## src/rtl/move_input_conditioner_if.sv

```systemverilog
// Board-side button inputs and game-side move/dir/activate outputs of the input conditioner.
// master: drives buttons, observes game inputs; slave: the conditioner itself.
interface move_input_conditioner_if;
    logic [3:0] key_n;
    logic       act_n;
    logic       move;
    logic [2:0] dir;
    logic       activate;
    logic       busy;

    modport master (output key_n, act_n, input move, dir, activate, busy);
    modport slave  (input key_n, act_n, output move, dir, activate, busy);
endinterface

```

## src/rtl/move_input_conditioner.sv

```systemverilog
// Synchronises/debounces 4 direction keys + activate key into fixed move windows and activate pulses.
// Latency: raw key fall -> move/activate rise after DEBOUNCE_CYCLES+3 clock edges.
// No backpressure: presses arriving while a window or cooldown is in progress are dropped.
module move_input_conditioner #(
    parameter int DEBOUNCE_CYCLES = 500000,
    parameter int MOVE_CYCLES     = 4096,
    parameter int COOLDOWN_CYCLES = 65536
) (
    input logic                    clock,
    input logic                    resetn,
    move_input_conditioner_if.slave io
);
    localparam int DB_W    = $clog2(DEBOUNCE_CYCLES + 1);
    localparam int WIN_MAX = (MOVE_CYCLES > COOLDOWN_CYCLES) ? MOVE_CYCLES : COOLDOWN_CYCLES;
    localparam int CNT_W   = $clog2(WIN_MAX + 1);
    localparam logic [DB_W-1:0]  DB_LAST   = DB_W'(DEBOUNCE_CYCLES - 1);
    localparam logic [CNT_W-1:0] MOVE_LAST = CNT_W'(MOVE_CYCLES - 1);
    localparam logic [CNT_W-1:0] COOL_LAST = CNT_W'(COOLDOWN_CYCLES - 1);

    typedef enum logic [1:0] {IDLE, MOVING, COOLDOWN} state_t;

    // Bit 4 is the activate key, bits 3:0 the direction keys (index == dir code).
    logic [4:0]      raw_in;
    logic [4:0]      sync1_q, sync2_q, deb_q, deb_prev_q;
    logic [DB_W-1:0] db_cnt_q [5];
    logic [4:0]      press;

    assign raw_in = {io.act_n, io.key_n};
    assign press  = deb_prev_q & ~deb_q;

    always_ff @(posedge clock or negedge resetn) begin
        if (!resetn) begin
            sync1_q    <= '1;
            sync2_q    <= '1;
            deb_q      <= '1;
            deb_prev_q <= '1;
            for (int i = 0; i < 5; i++) db_cnt_q[i] <= '0;
        end else begin
            sync1_q    <= raw_in;
            sync2_q    <= sync1_q;
            deb_prev_q <= deb_q;
            for (int i = 0; i < 5; i++) begin
                if (sync2_q[i] == deb_q[i]) begin
                    db_cnt_q[i] <= '0;
                end else if (db_cnt_q[i] == DB_LAST) begin
                    deb_q[i]    <= ~deb_q[i];
                    db_cnt_q[i] <= '0;
                end else begin
                    db_cnt_q[i] <= db_cnt_q[i] + 1'b1;
                end
            end
        end
    end

    state_t           state_q, state_d;
    logic [CNT_W-1:0] cnt_q, cnt_d;
    logic             move_q, move_d, busy_q, busy_d, act_q;
    logic [2:0]       dir_q, dir_d;

    always_comb begin
        state_d = state_q;
        cnt_d   = cnt_q;
        move_d  = move_q;
        busy_d  = busy_q;
        dir_d   = dir_q;
        case (state_q)
            IDLE: begin
                if (|press[3:0]) begin
                    state_d = MOVING;
                    move_d  = 1'b1;
                    busy_d  = 1'b1;
                    cnt_d   = '0;
                    // Lowest key index wins on simultaneous presses.
                    if (press[0])      dir_d = 3'b000;
                    else if (press[1]) dir_d = 3'b001;
                    else if (press[2]) dir_d = 3'b010;
                    else               dir_d = 3'b011;
                end
            end
            MOVING: begin
                if (cnt_q == MOVE_LAST) begin
                    move_d = 1'b0;
                    cnt_d  = '0;
                    if (COOLDOWN_CYCLES == 0) begin
                        state_d = IDLE;
                        busy_d  = 1'b0;
                    end else begin
                        state_d = COOLDOWN;
                    end
                end else begin
                    cnt_d = cnt_q + 1'b1;
                end
            end
            COOLDOWN: begin
                if (cnt_q == COOL_LAST) begin
                    state_d = IDLE;
                    busy_d  = 1'b0;
                    cnt_d   = '0;
                end else begin
                    cnt_d = cnt_q + 1'b1;
                end
            end
            default: begin
                state_d = IDLE;
                move_d  = 1'b0;
                busy_d  = 1'b0;
                cnt_d   = '0;
            end
        endcase
    end

    always_ff @(posedge clock or negedge resetn) begin
        if (!resetn) begin
            state_q <= IDLE;
            cnt_q   <= '0;
            move_q  <= 1'b0;
            busy_q  <= 1'b0;
            dir_q   <= 3'b000;
            act_q   <= 1'b0;
        end else begin
            state_q <= state_d;
            cnt_q   <= cnt_d;
            move_q  <= move_d;
            busy_q  <= busy_d;
            dir_q   <= dir_d;
            act_q   <= press[4];
        end
    end

    assign io.move     = move_q;
    assign io.dir      = dir_q;
    assign io.activate = act_q;
    assign io.busy     = busy_q;
endmodule

```

## src/flat_wrapper.sv

```systemverilog
// flat-port wrapper written by rule: the top's interface ports become plain ports
module move_input_conditioner_flat 
#(
    parameter int DEBOUNCE_CYCLES = 500000,
    parameter int MOVE_CYCLES     = 4096,
    parameter int COOLDOWN_CYCLES = 65536
)
  (clock, resetn, io_key_n, io_act_n, io_move, io_dir, io_activate, io_busy);
  move_input_conditioner_if io_i ();
  input logic clock;
  input logic resetn;
  input wire logic [$bits(io_i.key_n)-1:0] io_key_n;
  input wire logic [$bits(io_i.act_n)-1:0] io_act_n;
  output wire logic [$bits(io_i.move)-1:0] io_move;
  output wire logic [$bits(io_i.dir)-1:0] io_dir;
  output wire logic [$bits(io_i.activate)-1:0] io_activate;
  output wire logic [$bits(io_i.busy)-1:0] io_busy;
  assign io_i.key_n = io_key_n;
  assign io_i.act_n = io_act_n;
  assign io_move = io_i.move;
  assign io_dir = io_i.dir;
  assign io_activate = io_i.activate;
  assign io_busy = io_i.busy;
  move_input_conditioner #(.DEBOUNCE_CYCLES(DEBOUNCE_CYCLES), .MOVE_CYCLES(MOVE_CYCLES), .COOLDOWN_CYCLES(COOLDOWN_CYCLES)) u_core (.clock(clock), .resetn(resetn), .io(io_i));
endmodule
```

## config.mk

```make
export PLATFORM = sky130hd
export DESIGN_NAME = move_input_conditioner_flat
export DESIGN_NICKNAME = d
export VERILOG_FILES = /design/src/rtl/move_input_conditioner_if.sv /design/src/rtl/move_input_conditioner.sv /design/src/flat_wrapper.sv
export SDC_FILE = /design/constraint.sdc
export NUM_CORES = 1
export LEC_CHECK = 0
export CAP_MARGIN = 20
export CORE_ASPECT_RATIO = 0.5
export CORE_MARGIN = 2
export CORE_UTILIZATION = 62
export CTS_CLUSTER_SIZE = 16
export DETAILED_ROUTE_END_ITERATION = 12
export GPL_TIMING_DRIVEN = 0
export PLACE_DENSITY = 0.81
export SYNTH_ARGS = -nofsm -noshare
export SYNTH_HDL_FRONTEND = slang
export SYNTH_SLANG_ARGS = --single-unit
export TNS_END_PERCENT = 10
```

## constraint.sdc

```tcl
create_clock -name clock -period 3.7 [get_ports clock]
set_input_delay 0.74 -clock clock [delete_from_list [all_inputs] [get_ports clock]]
set_output_delay 0.74 -clock clock [all_outputs]
set_load 0.02 [all_outputs]
```

=== Word level (Yosys, flattened, before mapping) ===
Index checks and enable logic that the tools add are counted.

* Flip-flop bits (word level): 140
* Output and inout port bits: 6

* Add/sub/neg operators: 6
* Equality and inequality tests: 17
* Multiplexer cells: 26
* Bitwise operators: 14
* Reductions and logical operators: 11

{| class="wikitable"
|+ Operators by type and width
! kind !! count
|-
| 19-bit 2-to-1 mux || 10
|-
| 19-bit by 1-bit adder with 19-bit output (second input constant) || 5
|-
| 19-bit equality test (second input constant) || 5
|-
| 17-bit 2-to-1 mux || 3
|-
| 17-bit case mux with 3 select lines || 1
|-
| 17-bit by 1-bit adder with 17-bit output (second input constant) || 1
|-
| 17-bit by 12-bit equality test with 1-bit output (second input constant) || 1
|-
| 17-bit by 16-bit equality test with 1-bit output (second input constant) || 1
|-
| 1-bit NOT || 12
|-
| 2-bit AND reduction || 6
|-
| 3-bit AND reduction || 3
|-
| 2-bit 2-to-1 mux || 3
|-
| 3-bit 2-to-1 mux || 2
|-
| 2-bit by 1-bit != test with 1-bit output (second input constant) || 3
|-
| 1-bit case mux with 3 select lines || 2
|-
| 2-bit case mux with 3 select lines || 1
|-
| 5-bit AND || 1
|-
| 1-bit equality test || 5
|-
| 5-bit NOT || 1
|-
| 1-bit 2-to-1 mux || 4
|-
| 4-bit OR reduction || 1
|-
| 2-bit by 1-bit equality test with 1-bit output (second input constant) || 1
|-
| 2-bit equality test (second input constant) || 1
|-
| 2-bit zero test || 1
|}

=== Depth between registers and ports, before layout ===
Gate-level depths: netlist (run 1).

* Depth in word-level cells: 5
* Gate-level depth with buffers: 13

=== Least setup slack after synthesis (run 1) ===
OpenSTA, ideal clock, no wires.

* Kind: flip-flop to flip-flop
* Start point: register u_core.cnt_q[0]
* End point: register u_core.cnt_q[10]
* Library setup time: 0.146 ns
* Arrival time: 2.518 ns
* Required time: 3.554 ns
* Setup slack: 1.036 ns
* Stages on the path, launching flop included: 14
* Clock period less this slack: 2.664 ns
* Cell sequence: dfrtp_1 > ha_1 > nand4_1 > nor4_4 > nand3_1 > inv_1 > ha_1 > and2b_1 > buf_4 > nor3_4 > a21oi_4 > nand2b_2 > buf_6 > o311ai_0

* Word-level cells in the longest chain between the ends: 3
* Elaborated cells between the ends (all ways): 6
* Classes of those cells: 1 x add/sub; 2 x eq/ne; 3 x mux

{| class="wikitable"
|+ RTL lines
! what !! RTL line !! text
|-
| from (decl) || move_input_conditioner.sv:56 || <nowiki>logic [CNT_W-1:0] cnt_q, cnt_d;</nowiki>
|-
| from (signal assigned) || move_input_conditioner.sv:122 || <nowiki>cnt_q <= cnt_d;</nowiki>
|-
| 17-bit by 1-bit adder with 17-bit output, or another cell as far along || move_input_conditioner.sv:91, move_input_conditioner.sv:100 ||
|-
| 17-bit 2-to-1 mux, on equally long branches || move_input_conditioner.sv:95, move_input_conditioner.sv:81 ||
|-
| 17-bit case mux with 3 select lines (*) || move_input_conditioner.sv:66 || <nowiki>case (state_q)</nowiki>
|}

Mark *: on every way between the ends. The rest lies on a longest branch, timed or not.
A chain may end at the register's enable or synchronous reset.

=== Worst setup path in the final report (run 1) ===
Same ends and word-level chain as after synthesis.

==> flow_metrics.tcl, run 1 <==
set metrics [dict create \
    status "complete, no violations" \
    synthFlopType "dfrtp_1" \
    syn_to_final_growth_pct 13.2 \
    ys_warn_count 0 \
    fin_skew_ps 11.7 \
    core_area_sq_um 10300 \
    cp_data_arrival_time_ps 3370 \
    die_y_microns 77.2 \
    vias 4716 \
    grt_use_total 0.240 \
    p_per_area_nw_per_um2 434 \
    drive_gt1_frac 0.137 \
    maxSlewHeadroom 0.444 \
    timing_worst_setup_path_type "flip-flop to flip-flop" \
    start_kind "flip-flop" \
    setup_viol 0 \
    async_flop_share 1.00 \
    die_area_sq_um 11600 \
    path_max_fanout 10 \
    grt_pass1_wl_mm 22.1 \
    slowest_delay_ps 540 \
    cts-hold-fix-buffers 0 \
    min_path_type "input port to async pin" \
    syn-cell-area_sq_um 6640 \
    syn_area_per_cell_sq_um 10.2 \
    numCtsBuffers 17 \
    finalHoldViolations 0 \
    cpMostUsedCell "ha_1" \
    grt_pass1_vias 4736 \
    htree_levels 4 \
    cts_resized 0 \
    initial_core_util 0.644 \
    gr-total-overflow 0 \
    place_inst 801 \
    synth_cells 649 \
    worst_pin_slew_ps 828 \
    tritoncts "built" \
    dp_hpwl_mm 7.70 \
    io_buffer_count 11 \
    power_w 0.00327 \
    cts.sinks 139 \
    fin_nets 698 \
    crit_required_ps 3950 \
    firstDrtPassIters 5 \
    ir_drop_mv 0.333 \
    met1_length_mm 5.74 \
    crit_chain "ha_1, nand4_1, nor4_4, nand3_1, inv_1, ha_1, and2b_1, buf_4, nor3_4, a21oi_4, nand2b_2, buf_6, o311ai_0" \
    met3_length_microns 446 \
    dr_wl_met2_mm 6.21 \
    whs_ps 207 \
    rows 26 \
    crit_path_end_kind "flip-flop" \
    synth_fp_nets 667 \
    clk_latency_ps 420 \
    p_leak_nw 3.16 \
    ios 13 \
    gp_congestion 0.805 \
    clkSlewWorstSetupHoldPaths_ps 60 \
    grt_max_degree 106 \
    layout.cells.non_filler 832 \
    rsz0062_at_grt "no" \
    ant_nets 0 \
    clockBufferDepth 2 \
    wl_mm 12.5 \
    netlist.area_leader.share 0.448 \
    antenna_cells 0 \
    fin_tns_setup_ps 0 \
    wl_per_cell_microns 15.1 \
    finalCriticalPeriod_ps 3120 \
    vias_per_cell 5.67 \
    nFillCells 640 \
    die_x_microns 150 \
    fmax_mhz 321 \
    slew_violations 0 \
    highest_layer "met4" \
    synth-edff-count 0 \
    drt_iter0_drc 225 \
    yosysTopAreaCell "dfrtp_1" \
    cpMaxStageDelayCell "nor4_4" \
    cts_setup_buffers 0 \
    layout_worst_path_cycle_share 0.843 \
    ys_seq_area_frac 0.528 \
    netlist_top_cells_area "dfrtp_1 45%, dfstp_2 7.9%, xor2_1 7.9%" \
    synth-seq-cells 139 \
    root_buffer "clkbuf_16" \
    drc 0 \
    drv_cap 0 \
    ys_types 52 \
    antenna_found_initial 0 \
]
-- cells in the final DEF (no fill, tap or decap), drive strengths merged, types with 3 or more instances in the layout --
cell type        n
nor4             7
xnor2           34
nand2b           6
o311ai           6
a211oi           3
clkdlybuf4s50   10
and4             5
clkinv           5
clkinvlp         5
nand4           27
dfrtp          119
o31ai            3
nor3            20
nand2           51
o32a             4
mux2             5
a2111oi          3
dfstp           20
nor4b            4
a21oi            4
and3             9
inv             21
clkbuf          23
nor2           125
xor2            60
ha              11
nand3           50
buf             16
o21ai           11
or2              9
-- where the power goes --
group / total, W / switching [W] / internal (W)
clock network: 0.00161 / 0.000642 / 0.000969
logic: 0.0000937 / 0.0000631 / 0.0000306
registers: 0.00156 / 0.0000176 / 0.00154
total: 0.00327 / 0.000723 / 0.00254
-- cell type report --
cell class              instances  area (sq um)  area share
repair buffers                 12           139      0.0185
inverters                      21          78.8      0.0105
clock buffers                  20           467      0.0621
flip-flops and latches        139          3500       0.466
clock inverters                11          96.3      0.0128
multi-input cells             472          2950       0.392
plain buffers                  17           113      0.0150
well taps                     140           175      0.0233
-- per-stage QoR --
stage / cell area [sq um] / worst slack, ps / utilization
after floorplan: 6640 / 1040 / -
after global placement: 6930 / -3450 / 0.672
after detailed placement: 6960 / 602 / 0.674
after CTS: 7520 / 600 / 0.729
after global routing: 7520 / 318 / 0.729
final: 7520 / 580 / 0.729
-- registers in the layout, indices dropped and copies added, names as in the netlist --
register            flops
u_core.db_cnt_q        95
u_core.cnt_q           17
u_core.io.dir           2
u_core.io.move          1
u_core.sync2_q          5
u_core.deb_q            5
u_core.io.activate      1
u_core.state_q          2
u_core.io.busy          1
u_core.sync1_q          5
u_core.deb_prev_q       5
-- per-layer routing --
| layer | up-vias | global-route usage |
|---|---|---|
| li1 | 2274 | - |
| met2 | 93 | 0.393 |
| met1 | 2336 | 0.323 |
| met4 | 0 | 0.0840 |
| met5 | - | 0 |
| met3 | 13 | 0.0470 |
-- cells in the mapped netlist (all sizes together), types with 4 or more instances --
| cell type | n |
|---|---|
| ha | 11 |
| nand2 | 51 |
| nor2 | 125 |
| xor2 | 60 |
| o311ai | 6 |
| dfstp | 20 |
| o21ai | 11 |
| o32a | 4 |
| nor3 | 20 |
| a21oi | 4 |
| nand4 | 27 |
| or2 | 9 |
| dfrtp | 119 |
| mux2 | 5 |
| nand3 | 50 |
| buf | 14 |
| nand2b | 6 |
| and4 | 5 |
| xnor2 | 34 |
| and3 | 9 |
| inv | 21 |
| nor4b | 4 |
| nor4 | 7 |
-- worst max-delay path, delay by kind of cell (launching register included) --
kind            cells  cell delay [ps]
compound gates      2              310
fa+ha+maj           2              370
buf+inv             3              400
simple gates        6             1480
flops               1              390
-- worst paths after layout --
| path | cells past startpoint | startpoint | slack (ps) | endpoint |
|---|---|---|---|---|
| worst max-delay path | 13 | u_core.cnt_q[0] | 580 | u_core.cnt_q[10] |
| worst min-delay path | 1 | resetn | 210 | u_core.db_cnt_q[71] |
| worst max register to register | 13 | u_core.cnt_q[0] | 580 | u_core.cnt_q[10] |
| worst min register to register | 0 | u_core.sync1_q[1] | 360 | u_core.sync2_q[1] |
| max in group asynchronous | 2 | resetn | 2680 | u_core.deb_prev_q[3] |
| min in group clock | 0 | u_core.sync1_q[1] | 360 | u_core.sync2_q[1] |
-- cells by family after synthesis --
logic type	after synthesis	synth area share
DFF	139	0.528
other	1	0.000565
muxes	5	0.00848
xor gates and xnor gates	94	0.124
and+or+nand+nor	323	0.238
adders and majority gates	11	0.0207
buffers and inverters	38	0.0288
AOI/OAI and AO/OA	38	0.0524
(Power assumes the default switching activity.)
==> run 2: changes to the inputs <==
==> constraint.sdc (replaced) <==
create_clock -name clock -period 3.3 [get_ports clock]
set_input_delay 0.66 -clock clock [delete_from_list [all_inputs] [get_ports clock]]
set_output_delay 0.66 -clock clock [all_outputs]
set_load 0.02 [all_outputs]
==> run 2 against run 1 <==
Net effect:
- register-to-register slack lost 270 ps
- critical path depth is the same
- clock power rose by 12%
- die area is the same
- total power rose by 12%
- cell area stayed put
- first-iteration DRC count fell by 4.0%
- fmax grew 4.4%
- sequential share of layout area did not move
- critical path type unchanged
- critical endpoint unchanged
- largest cell class unchanged
- largest power group unchanged
==> flow_metrics.tcl, run 2 (synthesis results as in run 1) <==
set metrics [dict create \
    status "complete, no violations" \
    maxSlewHeadroom 0.452 \
    die_y_microns 77.2 \
    slew_violations 0 \
    tritoncts "built" \
    clkSlewWorstSetupHoldPaths_ps 60 \
    combPwrFrac 0.029 \
    vias 4740 \
    root_buffer "clkbuf_16" \
    path_max_fanout 10 \
    final_common_cell "nor2_1" \
    syn_to_final_growth_pct 13.2 \
    finalCriticalPeriod_ps 2990 \
    firstDrtPassIters 5 \
    p_sw_w 0.000813 \
    crit_path_end_kind "flip-flop" \
    start_kind "flip-flop" \
    dp_hpwl_mm 7.70 \
    core_area_sq_um 10300 \
    p_int_w 0.00285 \
    wl_mm 12.6 \
    cts-hold-fix-buffers 0 \
    worst_pin_slew_ps 815 \
    final_core_util 0.729 \
    gp_congestion 0.805 \
    clockBufferDepth 2 \
    drt_iter0_drc 216 \
    gr-total-overflow 0 \
    drc 0 \
    p_per_area_nw_per_um2 487 \
    antenna_found_initial 0 \
    drv_cap 0 \
    regMostFlops "u_core.db_cnt_q" \
    fin_area_sq_um 7520 \
    grt_pass1_vias 4736 \
    ant_nets 0 \
    antenna_cells 0 \
    htree_levels 4 \
    fin_nets 698 \
    initial_core_util 0.644 \
    top_regs "u_core.db_cnt_q (95), u_core.cnt_q (17)" \
    crit_required_ps 3560 \
    ir_drop_mv 0.375 \
    postPlaceCellArea_sq_um 6960 \
    p_leak_nw 3.16 \
    fin_skew_ps 11.6 \
    p_seq_frac 0.478 \
    io_buffer_count 11 \
    p_sw_frac 0.222 \
    timing_worst_setup_path_type "flip-flop to flip-flop" \
    grt_max_degree 106 \
    fin_ws_ps 311 \
    die_x_microns 150 \
    vias_per_cell 5.70 \
    cp_data_arrival_time_ps 3250 \
    clk_latency_ps 420 \
    grt_pass1_wl_mm 22.1 \
    largest_reg_flops 95 \
    grt_use_total 0.240 \
    finalHoldViolations 0 \
    pwr-share-clk 0.493 \
    drive_gt1_frac 0.137 \
    wl_per_cell_microns 15.2 \
    ios 13 \
    fmax_mhz 335 \
    layout_common_cells "125 x nor2_1, 119 x dfrtp_1, 60 x xor2_1" \
    layout_worst_path_cycle_share 0.906 \
    die_area_sq_um 11600 \
    rows 26 \
    rsz0062_at_grt "no" \
    numCtsBuffers 17 \
    min_path_type "input port to async pin" \
    cts_resized 0 \
    place_ws_ps 202 \
    setup_viol 0 \
    cts.sinks 139 \
]
## run 2: per-stage QoR
stage,cells,hold WS [ps],setup TNS (ps),power [W]
2_1_floorplan,649,345,0,0.00183
3_3_place_gp,800,346,-488300,0.00188
3_5_place_dp,801,348,0,0.00189
4_1_cts,832,138,0,0.00369
5_1_grt,832,156,0,0.00378
6_report,832,125,0,0.00366
## run 2: repair_timing
action                                 in CTS  in global routing
endpoints found under the hold margin       0                  0
setup buffers                               0                  0
setup endpoints to repair                   0                  2
## run 2: path summary, 6_finish.rpt
path                                   startpoint             endpoint  slack, ps  cells after the start
worst min-delay path                       resetn  u_core.db_cnt_q[71]        120                      1
worst max register to register    u_core.cnt_q[0]     u_core.cnt_q[10]        310                     13
worst min register to register  u_core.sync1_q[1]    u_core.sync2_q[1]        360                      0
max in group asynchronous                  resetn    u_core.sync2_q[3]       2370                      2
worst max-delay path              u_core.cnt_q[0]     u_core.cnt_q[10]        310                     13
min in group clock              u_core.sync1_q[1]    u_core.sync2_q[1]        360                      0
## run 2: per-layer routing
metal  vias to the layer above  global-route usage  wire length (microns)  share of wire
met5                         -                   0                      0              0
met4                         0              0.0840                    144          0.011
met3                        16              0.0470                    399          0.032
met2                        83               0.393                   6290           0.50
met1                      2366               0.323                   5780           0.46
li1                       2275                   -                      -              -
## run 2: critical path: stages, from the launching register on
cell and delay, ps:
dfrtp_1 390, ha_1 230, nand4_1 190, nor4_4 420, nand3_1 200, inv_1 100
ha_1 130, and2b_1 170, buf_4 170, nor3_4 240, a21oi_4 150, nand2b_2 130
buf_6 140, o311ai_0 160
## run 2: power groups by stage
stage	clock (W)	sequential (W)	combinational, W
4_1_cts	0.00183	0.00175	0.000109
3_5_place_dp	0	0.00178	0.000106
5_1_grt	0.00191	0.00175	0.000121
2_1_floorplan	0	0.00178	0.0000495
3_3_place_gp	0	0.00178	0.0000984
6_report	0.00181	0.00175	0.000105
## run 2: cell type report
cell class	instances	area, sq um
sequential	139	3500
multi-input combinational	472	2950
fill	640	2790
clock buffer	20	467
tap	140	175
timing repair buffer	12	139
buffer	17	113
clock inverter	11	96.3
inverter	21	78.8
==> run 3: changes to the inputs <==
--- a/config.mk
+++ b/config.mk
@@ -6,13 +6,13 @@
 export NUM_CORES = 1
 export LEC_CHECK = 0
 export CAP_MARGIN = 20
-export CORE_ASPECT_RATIO = 0.5
+export CORE_ASPECT_RATIO = 0.6
 export CORE_MARGIN = 2
-export CORE_UTILIZATION = 62
+export CORE_UTILIZATION = 56
 export CTS_CLUSTER_SIZE = 16
 export DETAILED_ROUTE_END_ITERATION = 12
 export GPL_TIMING_DRIVEN = 0
-export PLACE_DENSITY = 0.81
+export PLACE_DENSITY = 0.78
 export SYNTH_ARGS = -nofsm -noshare
 export SYNTH_HDL_FRONTEND = slang
 export SYNTH_SLANG_ARGS = --single-unit
==> constraint.sdc (replaced) <==
create_clock -name clock -period 2.6 [get_ports clock]
set_input_delay 0.52 -clock clock [delete_from_list [all_inputs] [get_ports clock]]
set_output_delay 0.52 -clock clock [all_outputs]
set_load 0.02 [all_outputs]
==> run 3 against run 2 <==
Net effect:
- highest routed layer unchanged
- total power up 31%
- largest power group unchanged
- clock-buffer cell count increased by 2
- setup slack worse by 270 ps
- critical path type unchanged
==> flow_metrics.tcl, run 3 (synthesis results as in run 1) <==
set metrics [dict create \
    wl_per_cell_microns 15.4 \
    ir_drop_mv 0.469 \
    drt_iter0_drc 376 \
    p_leak_nw 3.28 \
    clockBufferDepth 2 \
    clk_latency_ps 420 \
    finalCriticalPeriod_ps 2560 \
    worstHoldPathCells 0 \
    layout_worst_path_cycle_share 0.983 \
    vias_per_cell 5.56 \
    status "complete, no violations" \
    die_y_microns 88.4 \
    place_ws_ps -410 \
    nFillCells 884 \
    htree_levels 4 \
    fin_ws_ps 44.3 \
    vias 4825 \
    worst_pin_slew_ps 954 \
    top_regs "u_core.db_cnt_q (95), u_core.cnt_q (17)" \
    maxSlewHeadroom 0.358 \
    finalHoldViolations 0 \
    die_area_sq_um 12800 \
    postPlaceCellArea_sq_um 6980 \
    ios 13 \
    setup_viol 0 \
    crit_required_ps 2870 \
    ff2ff_setup_slack_ps 40 \
    layout_common_cells "125 x nor2_1, 119 x dfrtp_1, 60 x xor2_1" \
    reg2reg_depth 12 \
    slew_violations 0 \
    regMostFlops "u_core.db_cnt_q" \
    timing_worst_setup_path_type "flip-flop to flip-flop" \
    grt_pass1_vias 4781 \
    min_path_type "flip-flop to flip-flop" \
    largest_reg_flops 95 \
    clkSlewWorstSetupHoldPaths_ps 60 \
    drv_cap 0 \
    cts.sinks 139 \
    whs_ps 357 \
    crit_path_end_kind "flip-flop" \
    fin_area_sq_um 7760 \
    drc 0 \
    gp_congestion 0.866 \
    core_area_sq_um 11400 \
    final_common_cell "nor2_1" \
    antenna_found_initial 0 \
    grt_max_degree 105 \
    grt_use_total 0.228 \
    numCtsBuffers 17 \
    rows 30 \
    gr-total-overflow 0 \
    fin_skew_ps 12.2 \
    path_max_fanout 8 \
    worstHoldStart "u_core.sync1_q[4]" \
    tritoncts "built" \
    cp_data_arrival_time_ps 2830 \
    syn_to_final_growth_pct 16.9 \
    firstDrtPassIters 4 \
    initial_core_util 0.582 \
    root_buffer "clkbuf_16" \
    rsz0062_at_grt "yes" \
    worstReg2RegStart "u_core.cnt_q[3]" \
    wl_mm 13.3 \
    dp_hpwl_mm 8.51 \
    io_buffer_count 11 \
    whs_endpoint "u_core.sync2_q[4]" \
    antenna_cells 0 \
    ant_nets 0 \
    r2r_end "u_core.cnt_q[5]" \
    fin_nets 713 \
    final_core_util 0.680 \
    p_per_area_nw_per_um2 618 \
    grt_pass1_wl_mm 22.6 \
    start_kind "flip-flop" \
    fmax_mhz 391 \
    die_x_microns 145 \
    drive_gt1_frac 0.164 \
]
[run 3: cell types whose count changed in the layout (fill, tap and decap cells not counted), sizes merged]
| cell | change |
|---|---|
| clkbuf | +2 |
| buf | +14 |
| dlygate4sd3 | +1 |
| bufinv | +1 |
| clkinvlp | -1 |
| clkinv | -1 |
[run 3: critical path, stage by stage, from the launching register on]
cell      delay, ps
dfrtp_1         430
nand2_1         190
nor4_4          360
nand3_2         150
inv_2            70
ha_1            140
and2b_1         190
buf_6           140
nor3_4          250
a21oi_4         140
nand2b_4        100
buf_6           120
o311ai_0        120
[run 3: what timing repair did]
action / 4_1_cts / 5_1_grt
endpoints found under the hold margin: 31 / 0
endpoints found under the setup margin: 16 / 16
gates cloned: 1 / 0
resized for setup: 5 / 11
hold buffers: 1 / 0
pin swaps: 6 / 5
setup buffers: 7 / 6
[run 3: cell type report]
class | count | area [sq um] | area share
well taps | 160 | 200 | 0.0258
clock buffers | 22 | 494 | 0.0637
inverters | 21 | 78.8 | 0.0102
clock inverters | 10 | 114 | 0.0147
flip-flops and latches | 139 | 3500 | 0.451
multi-input cells | 472 | 3000 | 0.386
plain buffers | 17 | 116 | 0.0150
repair buffers | 27 | 258 | 0.0332
[run 3: worst max-delay path by stage]
stage,start,to,cells past startpoint
after floorplan,u_core.cnt_q[0],u_core.cnt_q[10],13
after CTS,u_core.cnt_q[1],u_core.cnt_q[7],13
after detailed placement,u_core.cnt_q[0],u_core.cnt_q[10],13
final,u_core.cnt_q[3],u_core.cnt_q[5],12
after global placement,resetn,u_core.cnt_q[6],1
after global routing,u_core.cnt_q[4],u_core.cnt_q[9],11
[run 3: stage by stage]
| step | std cells | power (W) | TNS, ps |
|---|---|---|---|
| 6_report | 868 | 0.00480 | 0 |
| 3_3_place_gp | 820 | 0.00238 | -556200 |
| 3_5_place_dp | 821 | 0.00239 | -5320 |
| 4_1_cts | 862 | 0.00485 | 0 |
| 2_1_floorplan | 649 | 0.00232 | 0 |
| 5_1_grt | 868 | 0.00496 | -611 |
[run 3: power by group]
| group | switching (W) | leakage, nW | internal [W] |
|---|---|---|---|
| combinational | 0.0000876 | 1.13 | 0.0000441 |
| sequential | 0.0000239 | 1.86 | 0.00220 |
| clock | 0.000911 | 0.290 | 0.00153 |
[run 3: layer usage]
layer | vias to the layer above | share of wire | global-route usage
li1 | 2306 | - | -
met1 | 2362 | 0.47 | 0.313
met2 | 136 | 0.47 | 0.361
met3 | 21 | 0.043 | 0.0487
met4 | 0 | 0.016 | 0.0883
met5 | - | 0 | 0
